[src/rtl/tl_ul_reg_responder.sv]
// TileLink-UL register responder: serves Get/PutFullData/PutPartialData on a bank of 32-bit registers.
// Optional denied-request counter output err_count, enabled by defining TL_UL_REG_RESPONDER_ERR_COUNT_EN.
module tl_ul_reg_responder #(
    parameter int SOURCE_W = 4,
    parameter int ADDR_W   = 12,
    parameter int NUM_REGS = 16
) (
    input  logic                clock,
    input  logic                reset,
    input  logic                a_valid,
    output logic                a_ready,
    input  logic [2:0]          a_opcode,
    input  logic [2:0]          a_param,
    input  logic [1:0]          a_size,
    input  logic [SOURCE_W-1:0] a_source,
    input  logic [ADDR_W-1:0]   a_address,
    input  logic [3:0]          a_mask,
    input  logic [31:0]         a_data,
    output logic                d_valid,
    input  logic                d_ready,
    output logic [2:0]          d_opcode,
    output logic [1:0]          d_size,
    output logic [SOURCE_W-1:0] d_source,
    output logic                d_denied,
    output logic [31:0]         d_data
`ifdef TL_UL_REG_RESPONDER_ERR_COUNT_EN
    ,
    output logic [7:0]          err_count
`endif
);

    localparam logic [2:0] OP_PUT_FULL    = 3'd0;
    localparam logic [2:0] OP_PUT_PARTIAL = 3'd1;
    localparam logic [2:0] OP_GET         = 3'd4;
    localparam logic [2:0] ACCESS_ACK      = 3'd0;
    localparam logic [2:0] ACCESS_ACK_DATA = 3'd1;

    localparam int IDX_W  = ADDR_W - 2;
    localparam int RIDX_W = (NUM_REGS > 1) ? $clog2(NUM_REGS) : 1;
    localparam logic [IDX_W:0] NUM_REGS_W = (IDX_W + 1)'(NUM_REGS);

    logic [31:0]       regs [NUM_REGS];
    logic              a_fire;
    logic              d_fire;
    logic [IDX_W-1:0]  idx;
    logic [RIDX_W-1:0] ridx;
    logic              is_get;
    logic              is_put;
    logic              misaligned;
    logic              denied;
    logic [3:0]        size_lanes;
    logic [3:0]        wmask;
    logic [31:0]       rdata;

    // Ready-through: a new request may enter whenever the held response leaves this cycle.
    assign a_ready = !d_valid || d_ready;
    assign a_fire  = a_valid && a_ready;
    assign d_fire  = d_valid && d_ready;

    assign idx  = a_address[ADDR_W-1:2];
    assign ridx = idx[RIDX_W-1:0];

    always_comb begin
        // NOTE: every signal gets a default first so no path through the block can infer a latch.
        is_get     = (a_opcode == OP_GET);
        is_put     = (a_opcode == OP_PUT_FULL) || (a_opcode == OP_PUT_PARTIAL);
        misaligned = 1'b0;
        size_lanes = 4'b1111;
        case (a_size)
            2'd0: size_lanes = 4'b0001;
            2'd1: begin
                size_lanes = 4'b0011;
                misaligned = a_address[0];
            end
            2'd2: misaligned = |a_address[1:0];
            default: ;
        endcase
        denied = !(is_get || is_put) || (a_param != 3'd0) || (a_size == 2'd3) ||
                 misaligned || ({1'b0, idx} >= NUM_REGS_W);
        wmask  = a_mask & (size_lanes << a_address[1:0]);
        rdata  = regs[ridx];
    end

    // NOTE: sequential state uses non-blocking assignments so every flop samples pre-edge values.
    always_ff @(posedge clock or posedge reset) begin
        if (reset) begin
            d_valid  <= 1'b0;
            d_opcode <= '0;
            d_size   <= '0;
            d_source <= '0;
            d_denied <= 1'b0;
            d_data   <= '0;
        end else if (a_fire) begin
            d_valid  <= 1'b1;
            d_opcode <= is_get ? ACCESS_ACK_DATA : ACCESS_ACK;
            d_size   <= a_size;
            d_source <= a_source;
            d_denied <= denied;
            d_data   <= (is_get && !denied) ? rdata : 32'd0;
        end else if (d_fire) begin
            d_valid <= 1'b0;
        end
    end

    // NOTE: the register bank is architecturally cleared by reset, so it is built from flops rather than a RAM.
    always_ff @(posedge clock or posedge reset) begin
        if (reset) begin
            for (int i = 0; i < NUM_REGS; i++) regs[i] <= '0;
        end else if (a_fire && is_put && !denied) begin
            for (int b = 0; b < 4; b++) begin
                if (wmask[b]) regs[ridx][8*b +: 8] <= a_data[8*b +: 8];
            end
        end
    end

`ifdef TL_UL_REG_RESPONDER_ERR_COUNT_EN
    always_ff @(posedge clock or posedge reset) begin
        if (reset) begin
            err_count <= 8'd0;
        end else if (a_fire && denied && (err_count != 8'hFF)) begin
            err_count <= err_count + 8'd1;
        end
    end
`endif

endmodule

[config.mk]
export PLATFORM = sky130hd
export DESIGN_NAME = tl_ul_reg_responder
export DESIGN_NICKNAME = d
export VERILOG_FILES = /design/src/rtl/tl_ul_reg_responder.sv
export SDC_FILE = /design/constraint.sdc
export NUM_CORES = 1
export LEC_CHECK = 0
export BUFFER_PORTS_ARGS = -buffer_cell sky130_fd_sc_hd__buf_4
export CAP_MARGIN = 20
export CORE_ASPECT_RATIO = 0.9
export CORE_MARGIN = 5
export CORE_UTILIZATION = 45
export CTS_CLUSTER_SIZE = 40
export DETAILED_ROUTE_END_ITERATION = 10
export MAX_ROUTING_LAYER = met4
export PLACE_DENSITY = 0.59
export SKIP_LAST_GASP = 1
export SLEW_MARGIN = 20
export SYNTH_ARGS = -nofsm -noshare
export SYNTH_HDL_FRONTEND = slang
export SYNTH_SLANG_ARGS = --single-unit
export TNS_END_PERCENT = 5
[constraint.sdc]
create_clock -name clock -period 20 [get_ports clock]
set_clock_uncertainty 0.05 [all_clocks]
set_input_delay 1 -clock clock [delete_from_list [all_inputs] [get_ports clock]]
set_output_delay 1 -clock clock [all_outputs]
set_load 0.02 [all_outputs]
Word-level counts from Yosys, hierarchy flattened
Cells that the tools add are included.
- register bits after elaboration: 555
- input port bits: 64
- logic and storage cells: 82
- order comparisons: 3
- eq/ne operators: 5
- shift operators: 1
- muxes and demuxes: 28
- bitwise operators: 2
- reduce and logical (&&, ||, !) cells: 21
- operator list (operator ; number):
    $mux 512 ; 7
    $bwmux 512 ; 4
    $demux 32 s4 ; 4
    $bmux 32 s4 ; 1
    $mux 32 ; 4
    $mux 24 ; 1
    $mux 16 ; 1
    $ge 10x5->1 const B ; 1
    $mux 8 ; 1
    $pmux 4 s2 ; 1
    $logic_or 1x1->1 ; 7
    $logic_and 1x1->1 ; 6
    $ge 5x5->1 const B ; 1
    $lt 5x1->1 const B ; 1
    $not 4->5 ; 1
    $and 4x4->4 ; 1
    $eq 2x2->1 const B ; 2
    $shl 4x2->4 ; 1
    $eq 3x1->1 const B ; 1
    $eq 3x3->1 const B ; 1
    $logic_not 1->1 ; 3
    $logic_not 3->1 ; 1
    $mux 1 ; 3
    $reduce_bool 3->1 ; 1
    other kinds (5) ; 5

Depth between registers and ports, before layout
Gate-level depths: netlist of run 1.
- depth after elaboration: 19
- mapped depth: 9

Worst setup path after synthesis of run 1
Ideal clock, no wire load.
- path type: input -> register
- from: in a_size[0]
- to: reg regs[112] in the netlist's numbering
- library setup time: 125 ps
- arrival time: 2843 ps
- data required time: 19825 ps
- path slack: 16982 ps
- stages on the path: 8
- path buffers: 1
- cells stage by stage: inv_1 > ha_1 > nand3_1 > o21ai_1 > nor4_4 > buf_6 > nand4_2 > mux2_2
- cells in the longest elaborated chain, start to end: 14
- RTL lines (what ; line ; text):
    from (decl) ; 14 ; input logic [1:0] a_size,
    $eq 2x1->1 / $logic_not 2->1 (equally long branches) ; 69 ; case (a_size)
    $pmux 4 s2 ; 69 ;
    $shl 4x2->4 ; 80 ; wmask = a_mask & (size_lanes << a_address[1:0]);
    $and 4x4->4 ; 80 ;
    $mux 512 ; 111 ; if (wmask[b]) regs[ridx][8*b +: 8] <= a_data[8*b +: 8];
    $mux 512 ; 109 ; end else if (a_fire && is_put && !denied) begin
    $bwmux 512 ; 111 ;
    $mux 512 ; 111 ;
    $mux 512 ; 109 ;
    $bwmux 512 ; 111 ;
    $mux 512 ; 111 ;
    $mux 512 ; 109 ;
    $bwmux 512 ; 111 ;
    $mux 512 ; 111 ;
    to (signal, indexed assignment) ; 111 ;
    to (decl) ; 42 ; logic [31:0] regs [NUM_REGS];
Several ways; a longest one is shown, not always the timed one. The select of a mux whose other input is x is not followed.
A chain may end at the register's enable or synchronous reset.

Worst setup path after layout of run 1
- from: in a_address[4]
- to: reg d_data[31]
- cells in the longest elaborated chain, start to end: 5
- RTL lines (what ; line ; text):
    from (decl) ; 16 ; input logic [ADDR_W-1:0] a_address,
    $ge 10x5->1 / $not 4->5 (equally long branches) ; 79, 81 ;
    $logic_or 1x1->1 / $bmux 32 s4 (equally long branches) ; 79, 81 ;
    $logic_not 1->1 / $mux 32 (equally long branches) ; 99, 81 ;
    $logic_and 1x1->1 / $mux 32 (equally long branches) ; 99, 81 ;
    $mux 32 (*) ; 99 ; d_data <= (is_get && !denied) ? rdata : 32'd0;
    to (signal assigned) ; 99 ;
    to (decl) ; 25 ; output logic [31:0] d_data
Mark *: on every way between the ends. The rest lies on a longest branch, timed or not. The select of a mux whose other input is x is not followed.

==> run_results.csv, run 1 <==
group,metric,value,unit
sta,hold_viol_final,0,
global_route,grtUsageTotal,0.210,
drt,wl_per_cell,24.0,um
logic_synthesis,synth-seq-cells,553,
floorplan,die-area,61500,sq um
logic_synthesis,synth_top_area_frac,0.543,
finish,finalCoreUtilization,0.515,
finish,drive_above_1_share,0.474,
drt,drc,0,
sta,fmaxAchievable,251,MHz
run,drv_cap,0,
setup_path,endpoint_kind,"flop",
floorplan,rows,82,
power,p_per_area,80.1,nW/um^2
setup_path,worst_setup_path_start_kind,"primary input",
cts,root_buffer,"clkbuf_16",
placed_design,dp_cells,2466,
setup_path,arrival,4.40,ns
global_route,grt-ovfl-total,0,
cts,hold_buffers,0,
sta,fin_crit,3.99,ns
floorplan,die_h,236,um
logic_synthesis,synth.distinct_cells,35,
cts,cts_tree,"done",
placed_design,place_congestion,0.741,
floorplan,core_area,55900,sq um
cts,ctsResizeCount,0,
power,vdd_drop_max,69.7,uV
cts,worstSkewPairLatency,0.61,ns
sta,fin_tns_setup,0,ns
min_path,hp-class,"in2async",
drt,vias,14709,
drt,wl,61900,um
drt,vias_per_cell,5.71,
drt,firstDrtPassIters,5,
drt,antenna_left,0,
global_route,grt_pass1_wl,97900,um
power,power,2310,uW
setup_path,cp_max_fo,68,
power,p_leak,0.0141,uW
cts,cts_num_sinks,553,
floorplan,ios,108,
finish,area_growth,12.8,%
logic_synthesis,syn_avg_cell_area,14.9,sq um
sta,slew-limit-headroom,0.249,
finish,instances_no_fill,2577,
sta,worst_slew_pin_slew,1.13,ns
cts,clkTransAtPathRegs,0.06,ns
sta,setup_viol,0,
setup_path,r2r_cells,6,
logic_synthesis,syn_inst,1707,
setup_path,ff2ff_setup_slack,16.66,ns
setup_path,worstSetupPathType,"in2reg",
drt,drtIter0Drc,946,
global_route,grt_max_degree,155,
cts,clockBufferDepth,3,
placed_design,portBuffers,105,
logic_synthesis,yosysSeqAreaShare,0.543,
cts,cts_buffers,58,
finish,layout_common_cells,"553 x dfrtp_1, 514 x mux2_2, 127 x nand2_1",
cts,cts.htree.levels,2,
status,outcome,"finished clean",
logic_synthesis,syn-cell-area,25500,sq um
placed_design,post-dp-hpwl,37800,um
finish,fillers,4739,
global_route,antenna_found_initial,3,
global_route,grt_pass1_vias,15827,
logic_synthesis,yosysTopAreaCell,"dfrtp_1",
logic_synthesis,synth_area_leaders,"dfrtp_1 54%, mux2_2 23%, mux4_2 8.5%",
logic_synthesis,yosysWarnings,0,
sta,whs,0.429,ns
finish,fin_nets,1839,
sta,rsz0062_at_grt,"false",
floorplan,initial_utilization,0.456,
floorplan,die_w,261,um
setup_path,required,20.41,ns
sta,fin_crit_sh,0.200,
sta,drv_slew,0,
cts,cts_setup_buffers,0,
finish,layout_commonest_cell,"dfrtp_1",
==> registers in the layout, summed over array words and instances, names as in the netlist <==
| register | count |
|---|---|
| d_opcode | 1 |
| d_valid | 1 |
| d_data | 32 |
| d_denied | 1 |
| regs | 512 |
| d_source | 4 |
| d_size | 2 |
==> metrics by stage <==
stage                     setup WS (ns)  cell area [sq um]
final                             16.01              28800
after global routing              15.79              28800
after CTS                         15.98              28800
after detailed placement          15.31              26900
after global placement            15.32              26900
after floorplan                    3.49              25500
==> area by class of cell <==
type | count | area, sq um | share of cell area
antenna | 2 | 5.00 | 0.000174
clock buffer | 94 | 1800 | 0.0626
clock inverter | 15 | 103 | 0.00357
inverter | 3 | 23.8 | 0.000826
multi-input combinational | 1034 | 11100 | 0.387
sequential | 553 | 13800 | 0.481
tap | 756 | 946 | 0.0329
timing repair buffer | 120 | 916 | 0.0318
==> critical path, cell delays in order <==
cell and delay (ns):
buf_8 0.54, buf_4 0.85, buf_4 0.85, mux4_2 0.59, nand2_1 0.08, o221ai_1 0.11
o21ai_0 0.20, o21ai_0 0.11
==> logic make-up after synthesis <==
group                      count (synthesis)  synth area share
other                                      1          0.000147
adders and majority gates                  5           0.00245
and+or+nand+nor                          214            0.0574
AOI/OAI and AO/OA                        104            0.0257
muxes                                    709             0.351
DFF                                      553             0.543
buffers and inverters                    121            0.0210
==> final timing paths <==
path	startpoint	to
worst max register to register	d_valid	regs[150]
worst min-delay path	reset	regs[475]
max in group asynchronous	reset	d_data[9]
worst min register to register	d_data[12]	d_data[12]
worst max-delay path	a_address[4]	d_data[31]
min in group clock	d_data[12]	d_data[12]
==> cells in the mapped netlist, drive strengths merged <==
| cell type | n |
|---|---|
| mux2 | 517 |
| a211oi | 2 |
| a32o | 1 |
| nor3 | 8 |
| nand2b | 8 |
| mux4 | 96 |
| nand3b | 1 |
| nand4 | 34 |
| buf | 57 |
| a21oi | 1 |
| nand2 | 128 |
| o221ai | 32 |
| nor2b | 3 |
| nand3 | 2 |
| nor4 | 5 |
| mux2i | 96 |
| conb | 1 |
| and2 | 10 |
| ha | 5 |
| clkbuf | 61 |
| nor2 | 14 |
| dfrtp | 553 |
| or2 | 1 |
| o21ai | 68 |
| inv | 3 |
==> power breakdown <==
group,switching [uW],internal [uW],total [uW]
clock,441,625,1070
combinational,86.8,30.4,117
sequential,1.35,1120,1120
==> routing by layer <==
layer  routed length [um]  vias to the layer above  track usage
li1                     -                     6467            -
met1                28700                     7944        0.297
met2                29700                      216        0.324
met3                 2390                       82       0.0329
met4                 1160                        0       0.0483
met5                    0                        -            -
No activity file was read; power rests on OpenSTA's default activity.
==> run 2: changes to the inputs <==
Settings changed: PLACE_DENSITY 0.59 to 0.62.
Clock period 20 ns to 3.3 ns, I/O delays scaled along.
==> run 2 against run 1 <==
  * Core utilization up 1.5 points
  * First-iteration DRC count is 5.1% lower
  * Sequential share of layout area down 1.4 points
  * Design area rose by 2.9%
  * Setup slack got worse by 15 ns
  * Non-clock buffer count increased by 87
  * Clock power grew to 5.9 times the previous value
  * Critical path depth increased by 2
  * Cell count rose by 3.2%
  * Register-to-register slack lost 16 ns
  * Critical path type unchanged
  * Critical endpoint is now regs[178]
==> run_results.csv, run 2 (synthesis gave the netlist of run 1 again) <==
group,metric,value,unit
status,outcome,"finished clean",
floorplan,die_w,261,um
finish,layout_commonest_cell,"dfrtp_1",
floorplan,initial_utilization,0.456,
sta,hold_viol_final,0,
setup_path,worstSetupPathType,"in2reg",
floorplan,die_h,236,um
sta,setup_viol,0,
drt,drtIter0Drc,898,
sta,drv_slew,0,
setup_path,crit_path_top_delay_cell,"dlygate4sd3_1",
setup_path,slowest_delay,0.54,ns
global_route,grt_pass1_wl,95500,um
floorplan,rows,82,
global_route,grt-ovfl-total,0,
setup_path,r2r_end,"regs[178]",
setup_path,endpoint_kind,"flop",
power,vdd_drop_max,372,uV
power,p_per_area,471,nW/um^2
drt,wl_per_cell,22.5,um
cts,worstSkewPairLatency,0.61,ns
setup_path,r2r_cells,6,
global_route,grt_max_degree,118,
sta,fin_crit,2.69,ns
cts,cts_num_sinks,553,
sta,rsz0062_at_grt,"false",
sta,fin_crit_sh,0.816,
finish,largest_registers,"regs: 512 flops, d_data: 32 flops, d_source: 4 flops",
sta,fmaxAchievable,371,MHz
setup_path,arrival,3.13,ns
placed_design,place_congestion,0.794,
cts,cts_tree,"done",
cts,cts_buffers,58,
finish,fin_nets,1926,
drt,drt-met1-wl,27800,um
setup_path,crit_chain,"dlygate4sd3_1, buf_4, inv_1, ha_1, nand3_1, o21ai_1, nor4_4, buf_12, nand4_1, mux2_2",
finish,layout_common_cells,"553 x dfrtp_1, 514 x mux2_2, 148 x buf_4",
drt,vias,14941,
setup_path,required,3.74,ns
cts,clockBufferDepth,3,
setup_path,cp_max_fo,32,
placed_design,portBuffers,105,
run,drv_cap,0,
finish,fillers,4666,
floorplan,die-area,61500,sq um
global_route,antenna_found_initial,1,
floorplan,core_area,55900,sq um
finish,area_growth,16.1,%
placed_design,post-place-ws,0.547,ns
setup_path,worst_setup_path_start_kind,"primary input",
min_path,hold_path_depth,5,
min_path,hp-class,"in2reg",
setup_path,rr_startpoint,"d_valid",
cts,ctsResizeCount,0,
sta,slew-limit-headroom,0.437,
floorplan,ios,108,
finish,largest_register_ffs,512,
drt,vias_per_cell,5.62,
min_path,worstHoldStart,"a_address[11]",
global_route,grtUsageTotal,0.202,
power,p_leak,0.0145,uW
cts,root_buffer,"clkbuf_16",
cts,clkTransAtPathRegs,0.06,ns
placed_design,dp_cells,2506,
drt,highest_layer,"met4",
finish,antennaDiodeCount,0,
cts,cts.htree.levels,2,
sta,postLayoutSetupSlackWorst,0.607,ns
min_path,hold_end,"d_denied",
placed_design,post-dp-hpwl,38600,um
global_route,grt_pass1_vias,16099,
drt,drc,0,
drt,antenna_left,0,
drt,dr_wl_met3,2140,um
drt,firstDrtPassIters,5,
drt,wl,59800,um
sta,worst_slew_pin_slew,0.844,ns
finish,finalCoreUtilization,0.530,
finish,drive_above_1_share,0.473,
finish,regMostFlops,"regs",
drt,met2_length,28700,um
finish,instances_no_fill,2659,
setup_path,ff2ff_setup_slack,0.71,ns
run 2: where the power goes:
group	switching [uW]	leakage, uW	internal [uW]
clock network	2650	0.000917	3680
registers	8.03	0.00771	6800
logic	548	0.00585	256
total	3210	0.0145	10700
run 2: how the worst max path moves through the flow:
stage / from / endpoint / slack, ns
finish: a_size[1] / regs[178] / 0.61
global route: a_size[1] / regs[146] / 0.45
CTS: a_size[0] / regs[178] / 0.62
detailed placement: a_size[1] / regs[144] / 0.55
global placement: a_size[0] / regs[179] / 0.59
floorplan: reset / d_data[0] / -4.44
run 2: final cells by class:
type	count	area [sq um]	share of cell area
inverters	3	15.0	0.000507
multi-input cells	1034	11100	0.376
repair buffers	207	1810	0.0611
well taps	756	946	0.0319
clock buffers	94	1790	0.0604
flip-flops and latches	553	13800	0.467
clock inverters	12	72.6	0.00245
run 2: per-layer routing:
metal,GRT usage,vias up
met5,-,-
met1,0.283,7983
met4,0.0453,0
met2,0.319,218
met3,0.0293,89
li1,-,6651
run 2: repair_timing:
item,4_1_cts,5_1_grt
hold buffers,47,0
endpoints found under the setup margin,0,0
setup buffers,0,0
hold endpoints to repair,615,0
run 2: stage by stage:
step | hold WS (ns) | TNS (ns) | instance area [sq um] | power, uW
floorplan | 0.223 | -2455.77 | 25500 | 7380
global placement | 0.285 | 0 | 27300 | 7700
detailed placement | 0.282 | 0 | 27300 | 7700
CTS | 0.0524 | 0 | 29600 | 14100
global route | 0.129 | 0 | 29600 | 14500
finish | 0.0809 | 0 | 29600 | 13900
run 2: worst max-delay path, delay by kind of cell:
family	cells	cell delay (ns)
compound gates	1	0.19
fa+ha+maj	1	0.26
buf+inv	4	1.13
mux	1	0.42
simple gates	3	0.90
==> run 3: changes to the inputs <==
Clock period 3.3 ns to 2.3 ns, I/O delays scaled along.
==> run 3 against run 2 <==
  * Register-to-register slack got worse by 0.64 ns
  * Global-route usage increased by 0.48 points
  * First-iteration DRC count down 9.6%
  * Critical path depth increased by 1
  * Setup slack lost 0.54 ns
  * Clock-buffer cell count is 8 lower
  * Total power grew 49%
  * Flip-flop and latch count unchanged
  * Die area unchanged
  * Sequential power rose by 44%
  * Largest power group unchanged
==> run_results.csv, run 3 (synthesis gave the netlist of run 1 again) <==
group,metric,value,unit
floorplan,initial_utilization,0.456,
cts,cts.htree.levels,2,
power,p_int,16000,uW
floorplan,core_area,55900,sq um
setup_path,worst_setup_path_start_kind,"primary input",
power,power_frac_seq,0.471,
floorplan,die_h,236,um
cts,cts_buffers,59,
power,p_leak,0.0150,uW
power,clkPwrFrac,0.470,
drt,drtIter0Drc,812,
placed_design,dpl_cell_area,28200,sq um
power,p_comb_frac,0.059,
setup_path,rr_startpoint,"d_valid",
drt,drc,0,
drt,firstDrtPassIters,5,
drt,met2_length,28700,um
finish,largest_register_ffs,512,
setup_path,slowest_delay,0.55,ns
global_route,antenna_found_initial,1,
floorplan,rows,82,
setup_path,ff2ff_setup_slack,0.07,ns
sta,worst_slew_pin_slew,0.785,ns
placed_design,post-dp-hpwl,41000,um
finish,instances_no_fill,2736,
min_path,hp-class,"in2reg",
sta,setup_viol,0,
finish,antennaDiodeCount,0,
sta,whs,0.0986,ns
setup_path,arrival,2.67,ns
finish,final_cell_area,30700,sq um
drt,antenna_left,0,
setup_path,crit_chain,"buf_4, dlygate4sd3_1, inv_1, ha_1, nand3_1, o21ai_2, nor4_4, buf_12, buf_12, nand4_4, mux2_2",
cts,clockBufferDepth,3,
cts,cts_num_sinks,553,
power,vdd_drop_max,617,uV
setup_path,required,2.74,ns
finish,largest_registers,"regs: 512 flops, d_data: 32 flops, d_source: 4 flops",
sta,rsz0062_at_grt,"true",
sta,fin_crit_sh,0.972,
drt,wl_per_cell,22.3,um
finish,layout_common_cells,"553 x dfrtp_1, 514 x mux2_2, 193 x buf_4",
sta,hold_viol_final,0,
cts,clkTransAtPathRegs,0.06,ns
floorplan,ios,108,
placed_design,dp_cells,2577,
finish,regMostFlops,"regs",
drt,drt-met1-wl,28800,um
global_route,grt_pass1_vias,16375,
min_path,worstHoldStart,"a_address[0]",
drt,dr_wl_met3,2310,um
drt,vias_per_cell,5.56,
sta,fin_crit,2.24,ns
drt,wl,61000,um
global_route,grt-ovfl-total,0,
cts,root_buffer,"clkbuf_16",
power,swShare,0.226,
drt,vias,15208,
floorplan,die_w,261,um
global_route,grtUsageTotal,0.207,
run,drv_cap,0,
finish,layout_commonest_cell,"dfrtp_1",
finish,drive_above_1_share,0.497,
placed_design,place_congestion,0.800,
setup_path,crit_path_top_delay_cell,"dlygate4sd3_1",
setup_path,endpoint_kind,"flop",
power,netSwitchingPower,4700,uW
drt,highest_layer,"met4",
setup_path,critical_path.startpoint,"a_size[0]",
setup_path,cp_common_cell,"buf_12",
global_route,grt_max_degree,134,
setup_path,cp_max_fo,15,
cts,worstSkewPairLatency,0.60,ns
global_route,grt_pass1_wl,97900,um
sta,slew-limit-headroom,0.477,
floorplan,die-area,61500,sq um
setup_path,worstSetupPathType,"in2reg",
power,p_per_area,676,nW/um^2
sta,fin_tns_setup,0,ns
status,outcome,"finished clean",
finish,area_growth,20.3,%
cts,cts_tree,"done",
placed_design,portBuffers,105,
finish,fin_nets,2001,
sta,drv_slew,0,
sta,fmaxAchievable,447,MHz
==> run 3: cell types whose count changed in the layout (fill, tap and decap cells not counted), sizes merged <==
cell | before | now
buf | 160 | 233
clkbuf | 94 | 86
clkinv | 8 | 15
bufinv | 0 | 5
inv | 4 | 2
clkinvlp | 3 | 4
dlygate4sd3 | 47 | 48
==> run 3: final timing paths <==
path / end / cells after the start
min in group asynchronous: regs[94] / 4
worst max register to register: regs[143] / 8
worst min register to register: d_data[24] / 2
max in group asynchronous: regs[142] / 5
worst min-delay path: d_denied / 5
worst max-delay path: regs[401] / 11
==> run 3: worst max-delay path, delay by kind of cell <==
family          cells  cell delay, ns
simple gates        3            0.68
compound gates      1            0.12
mux                 1            0.37
buf+inv             5            1.14
fa+ha+maj           1            0.24
==> run 3: area by class of cell <==
cell class / instances / area (sq um)
Clock buffer: 86 / 1770
Sequential cell: 553 / 13800
Fill cell: 4585 / 25200
Multi-Input combinational cell: 1034 / 11100
Inverter: 3 / 15.0
Timing Repair Buffer: 281 / 2720
Tap cell: 756 / 946
Clock inverter: 23 / 251
==> run 3: per-stage QoR <==
stage / setup WS (ns) / total power, uW / util
after floorplan: -5.39 / 10600 / -
after global routing: -0.0609 / 21500 / 0.549
final: 0.0647 / 20700 / 0.549
after global placement: -0.0833 / 11100 / 0.504
after CTS: 0.00765 / 21000 / 0.548
after detailed placement: -0.123 / 11100 / 0.504
==> run 3: layer usage <==
| metal | GRT usage | vias to the layer above |
|---|---|---|
| met5 | - | - |
| met4 | 0.0475 | 0 |
| met3 | 0.0284 | 76 |
| met2 | 0.315 | 254 |
| met1 | 0.301 | 8103 |
| li1 | - | 6775 |
==> run 3: what timing repair did <==
action,4_1_cts,5_1_grt
endpoints found under the setup margin,0,297
resized for setup,0,1
hold buffers,48,0
buffers inserted,0,2
endpoints found under the hold margin,1081,0
==> run 3: power groups by stage <==
stage / combinational [uW] / sequential, uW / clock (uW)
6_report: 1220 / 9760 / 9750
5_1_grt: 1330 / 9760 / 10400
4_1_cts: 1240 / 9760 / 9990
3_5_place_dp: 1180 / 9940 / 0
3_3_place_gp: 1160 / 9940 / 0
2_1_floorplan: 617 / 9970 / 0
